### config.mk
export PLATFORM = sky130hd
export DESIGN_NAME = i2s_tx_if
export DESIGN_NICKNAME = d
export VERILOG_FILES = /design/src/rtl/i2s_tx_if.sv
export SDC_FILE = /design/constraint.sdc
export NUM_CORES = 1
export LEC_CHECK = 0
export CORE_MARGIN = 3
export CORE_UTILIZATION = 45
export CTS_CLUSTER_SIZE = 40
export DETAILED_ROUTE_END_ITERATION = 10
export PLACE_DENSITY = 0.63
export SLEW_MARGIN = 20
export SYNTH_ARGS = -nofsm -noshare
export SYNTH_HDL_FRONTEND = slang
export SYNTH_SLANG_ARGS = --single-unit
### constraint.sdc
create_clock -name s_axis_aclk -period 2.7 [get_ports s_axis_aclk]
set_input_delay 0.27 -clock s_axis_aclk [delete_from_list [all_inputs] [get_ports s_axis_aclk]]
set_output_delay 0.27 -clock s_axis_aclk [all_outputs]
set_load 0.01 [all_outputs]
### src/rtl/i2s_tx_if.sv
// I2S transmitter master: AXI-Stream 64-bit stereo-lane words out on two SD lanes, MSB-first, with SCK/WS generation.
// Optional saturating underrun counter and its underrun_cnt port: define I2S_TX_UNDERRUN_CNT_EN.
module i2s_tx_if #(
   parameter int unsigned CLKDIV_VAL = 20
) (
   input  logic        s_axis_aclk,
   input  logic        s_axis_arstn,
   input  logic [63:0] s_axis_tdata,
   input  logic        s_axis_tuser,
   input  logic        s_axis_tvalid,
   output logic        s_axis_tready,
   output logic        WS,
   output logic        SCK,
   output logic [1:0]  SD,
   output logic        underrun
`ifdef I2S_TX_UNDERRUN_CNT_EN
   ,
   output logic [15:0] underrun_cnt
`endif
);

   localparam int unsigned DIV_W  = (CLKDIV_VAL < 2) ? 1 : $clog2(CLKDIV_VAL + 1);
   localparam int unsigned DATA_W = 64;
   localparam int unsigned SLOT_W = 32;
   localparam int unsigned BIT_W  = 5;

   localparam logic [DIV_W-1:0] DIV_MAX  = DIV_W'(CLKDIV_VAL);
   localparam logic [DIV_W-1:0] DIV_HALF = DIV_W'(CLKDIV_VAL / 2);
   localparam logic [BIT_W-1:0] BIT_LAST = BIT_W'(SLOT_W - 1);

   logic [DIV_W-1:0]  r_div;
   logic              r_sck;
   logic [BIT_W-1:0]  r_bit_cnt;
   logic              r_ws;
   logic [SLOT_W-1:0] r_sh_h;
   logic [SLOT_W-1:0] r_sh_l;
   logic [DATA_W-1:0] r_hold_data;
   logic              r_hold_user;
   logic              r_hold_valid;
   logic              r_tready;
   logic              r_underrun;

   logic w_clk_en;
   logic w_boundary;
   logic w_load_ok;
   logic w_accept;
   logic w_hold_valid_nxt;

   // The held word is only consumed when it targets the slot that is about to start.
   always_comb begin
      w_clk_en         = (r_div == DIV_MAX);
      w_boundary       = w_clk_en && (r_bit_cnt == BIT_LAST);
      w_load_ok        = r_hold_valid && (r_hold_user == ~r_ws);
      w_accept         = s_axis_tvalid && r_tready;
      w_hold_valid_nxt = r_hold_valid;
      if (w_boundary && w_load_ok) w_hold_valid_nxt = 1'b0;
      if (w_accept)                w_hold_valid_nxt = 1'b1;
   end

   // Bit clock: SCK falls at the divider wrap (SD launch) and rises mid-period.
   always_ff @(posedge s_axis_aclk or negedge s_axis_arstn) begin
      if (!s_axis_arstn) begin
         r_div     <= '0;
         r_sck     <= 1'b0;
         r_bit_cnt <= '0;
         r_ws      <= 1'b0;
      end else begin
         r_div <= w_clk_en ? '0 : r_div + DIV_W'(1);
         if (w_clk_en)              r_sck <= 1'b0;
         else if (r_div == DIV_HALF) r_sck <= 1'b1;
         if (w_clk_en)   r_bit_cnt <= r_bit_cnt + BIT_W'(1);
         if (w_boundary) r_ws      <= ~r_ws;
      end
   end

   always_ff @(posedge s_axis_aclk or negedge s_axis_arstn) begin
      if (!s_axis_arstn) begin
         r_sh_h       <= '0;
         r_sh_l       <= '0;
         r_hold_data  <= '0;
         r_hold_user  <= 1'b0;
         r_hold_valid <= 1'b0;
         r_tready     <= 1'b0;
         r_underrun   <= 1'b0;
      end else begin
         r_underrun <= w_boundary && !w_load_ok;
         if (w_boundary) begin
            r_sh_h <= w_load_ok ? r_hold_data[63:32] : '0;
            r_sh_l <= w_load_ok ? r_hold_data[31:0]  : '0;
         end else if (w_clk_en) begin
            r_sh_h <= {r_sh_h[SLOT_W-2:0], 1'b0};
            r_sh_l <= {r_sh_l[SLOT_W-2:0], 1'b0};
         end
         if (w_accept) begin
            r_hold_data <= s_axis_tdata;
            r_hold_user <= s_axis_tuser;
         end
         r_hold_valid <= w_hold_valid_nxt;
         r_tready     <= !w_hold_valid_nxt;
      end
   end

`ifdef I2S_TX_UNDERRUN_CNT_EN
   logic [15:0] r_ur_cnt;

   always_ff @(posedge s_axis_aclk or negedge s_axis_arstn) begin
      if (!s_axis_arstn)                    r_ur_cnt <= '0;
      else if (r_underrun && (r_ur_cnt != '1)) r_ur_cnt <= r_ur_cnt + 16'd1;
   end

   assign underrun_cnt = r_ur_cnt;
`endif

   assign s_axis_tready = r_tready;
   assign WS            = r_ws;
   assign SCK           = r_sck;
   assign SD            = {r_sh_h[SLOT_W-1], r_sh_l[SLOT_W-1]};
   assign underrun      = r_underrun;

endmodule

==> results.md <==
- Status: finished, final reports clean
- Critical-path top delay cell: dfrtp_1
- Crit. End Element: flip-flop
- Synth Warn #: 0
- H-tree levels: 4
- Initial detailed-routing violation count: 298
- Prevailing post-synth register cell: dfrtp_1
- Reg2reg start: r_bit_cnt[0]$_DFFE_PN0N_
- Post-Syn Nets: 563
- Layout cells sized above 1: 0.320
- Critical path class: flip-flop to flip-flop
- Buf/Inv on CP: 1
- Critical-path cell list: ha_1 -> and3_1 -> ha_1 -> and2_2 -> buf_12 -> a32oi_1 -> a21oi_2
- Pin count of the biggest net entering global routing: 73
- Fillcell total: 1061
- DRC viols: 0
- I/O pins: 74
- Reg-to-Reg End: r_sh_h[22]$_DFFE_PN0P_
- Post-synthesis sequential area ratio: 0.568
- Reg2reg path depth: 7
- Area growth, synth to finish: 21.3%
- Die area: 0.0156 sq mm
- Die Width: 125 um
- Clk sinks: 144
- Pwr/cell area: 750 mW/mm^2
- Maxcap violations: 0
- Synth top area share: 0.568
- Syn Area/Cell: 12.9 sq um
- Min cycle time layout: 2.18 ns
- Area leader, netlist: dfrtp_1
- Post-route design area: 0.00769 sq mm
- Number of placement rows: 42
- Final Max Slew Viols: 0
- Slowest cell delay on critical path: 0.41 ns
- Final HPWL DP: 7550 um
- Core Footprint: 0.0135 sq mm
- Mapped Area: 0.00634 sq mm
- Synth cell types: 31
- CP Depth: 7
- Gr usage total: 0.163
- Synth area leaders: dfrtp_1 (57%), mux2_2 (12%), a32oi_1 (8.6%)
- GP Congestion: 0.721
- Worst-path maximum fanout: 36
- Total grt overflow: 0
- Fin nets: 620
- Die H: 125 um
- CP Data Arrival Time: 2.48 ns
- Max Buffers Root-to-Sink: 2
- Root Driver: clkbuf_16
- Slew margin rel.: 0.523
- Initial antenna violation count: 0
- CP Launch Type: flip-flop
- Worst Path Required: 2.99 ns
- Vias in the first global route: 4121
- Mapped Cells: 490
- Hold/Removal Path Class: primary input to async pin
- CTS tree: built
- IO Port Bufs: 73
- Placed instance area: 0.00711 sq mm
- First-pass GRT wire length: 20400 um
- ANT nets after route: 0
- Crit-path most repeated cell: ha_1
- Clk_lat worst skew: 0.41 ns
- Commonest non-fill, non-tap cell in the layout: dfrtp_1
- Skew final: 0.00478 ns
- Asr flop ratio synth: 1.00
- Detailed Route WL: 12000 um
- Fmax: 458 MHz
- Setup-failing EPs final: 0
- R2r setup slk: 0.52 ns
- Most frequent cells in the layout: dfrtp_1 (144), clkdlybuf4s50_1 (72), mux2_2 (65)
- Wire per inst: 16.3 um
- Crit. Startpoint: r_bit_cnt[0]$_DFFE_PN0N_
- N_diodes: 0
- Count of final hold-check violations: 0
- Max VDD drop: 445 uV
- Drt via density: 5.45
- Post-synth EDFFs: 0
- Starting density of the core: 0.470
- Register clock-pin slew on the reported worst setup and hold paths: 0.05 ns
- Worst setup path end: r_sh_h[22]$_DFFE_PN0P_
- Final period util: 0.809
- CTS Buf Count: 17
- #FFs+latches synth: 144
- DR pass1 iterations: 4
- P_leak: 3.16 nW
- Post-route setup TNS: 0 ns
- Crit path max-delay family: simple AND/OR/NAND/NOR gates
- Vias post-DR: 4012
- RSZ-0062 raised after global routing: no
- Slew @ Worst Pin: 0.716 ns
- Post-CTS Setup Bufs: 0
[how the worst min path moves through the flow]
stage            startpoint                          end  slack (ns)  depth (start not counted)
2_1_floorplan  s_axis_arstn              SCK$_DFFE_PN0P_       -0.03                          0
3_3_place_gp   s_axis_arstn  r_hold_data[52]$_DFFE_PN0P_        0.25                          1
3_5_place_dp   s_axis_arstn  r_hold_data[52]$_DFFE_PN0P_        0.25                          1
4_1_cts        s_axis_arstn  r_hold_data[52]$_DFFE_PN0P_        0.38                          2
5_1_grt        s_axis_arstn  r_hold_data[54]$_DFFE_PN0P_        0.40                          2
6_report       s_axis_arstn  r_hold_data[52]$_DFFE_PN0P_        0.37                          2
[power breakdown]
part	internal, W	total [W]	switching [W]
combinational	0.000419	0.000713	0.000294
clock	0.00143	0.00224	0.000817
sequential	0.00256	0.00281	0.000251
total	0.00441	0.00577	0.00136
[cells by family after synthesis]
group,synth area share
multiplexers,0.122
flip-flops,0.568
AND/OR/NAND/NOR,0.0614
buffers and inverters,0.0598
adder cells (fa/ha/maj),0.00986
XOR/XNOR,0.00967
AO/OA/AOI/OAI,0.169
[area by class of cell]
class	count	area [sq um]	share of cell area
clock inverters	6	80.1	0.0104
flip-flops and latches	144	3600	0.468
inverters	6	22.5	0.00293
multi-input cells	294	2390	0.310
repair buffers	84	892	0.116
well taps	176	220	0.0286
clock buffers	26	489	0.0636
[Yosys cell counts, types with 2 or more instances]
master	instances
mux2_2	65
a21oi_1	21
o22ai_1	2
xor2_1	3
nand2_1	7
mux2_4	2
and2_1	2
nor2_1	38
nand3_1	2
buf_6	9
o21ai_0	3
inv_1	5
buf_4	8
a32oi_1	62
xnor2_1	4
buf_2	17
clkbuf_1	8
dfrtp_1	144
ha_1	5
buf_12	4
a21oi_2	43
nor2_2	27
[through the flow]
step | total power [W] | utilization | hold slack, ns | worst slack (ns) | instances
final | 0.00577 | 0.570 | 0.374 | 0.515 | 736
after global routing | 0.00604 | 0.570 | 0.399 | 0.349 | 736
after CTS | 0.00585 | 0.570 | 0.379 | 0.514 | 736
after detailed placement | 0.00357 | 0.527 | 0.249 | 0.507 | 703
after global placement | 0.00354 | 0.525 | 0.248 | 0.294 | 702
after floorplan | 0.00325 | - | -0.0256 | 0.859 | 490
[repair_timing]
| item | CTS | global route |
|---|---|---|
| hold buffers | 1 | 0 |
| endpoints found under the setup margin | 0 | 0 |
| resized for setup | 0 | 0 |
| endpoints found under the hold margin | 49 | 0 |
[flip-flops by register name, summed over array words and instances, names as in the netlist]
register / flops
r_hold_data: 64
r_sh_h: 32
r_sh_l: 32
r_bit_cnt: 5
r_div: 5
SCK: 1
WS: 1
r_hold_user: 1
r_hold_valid: 1
s_axis_tready: 1
underrun: 1
[metal layers]
layer | up-vias | share of wire | global-route usage
met3 | 9 | 0.047 | 0.0489
met2 | 82 | 0.49 | 0.259
met4 | 0 | 0.0095 | 0.0600
met1 | 2013 | 0.45 | 0.211
li1 | 1908 | - | -
met5 | - | 0 | 0
Power figures use the tool's default switching activity.
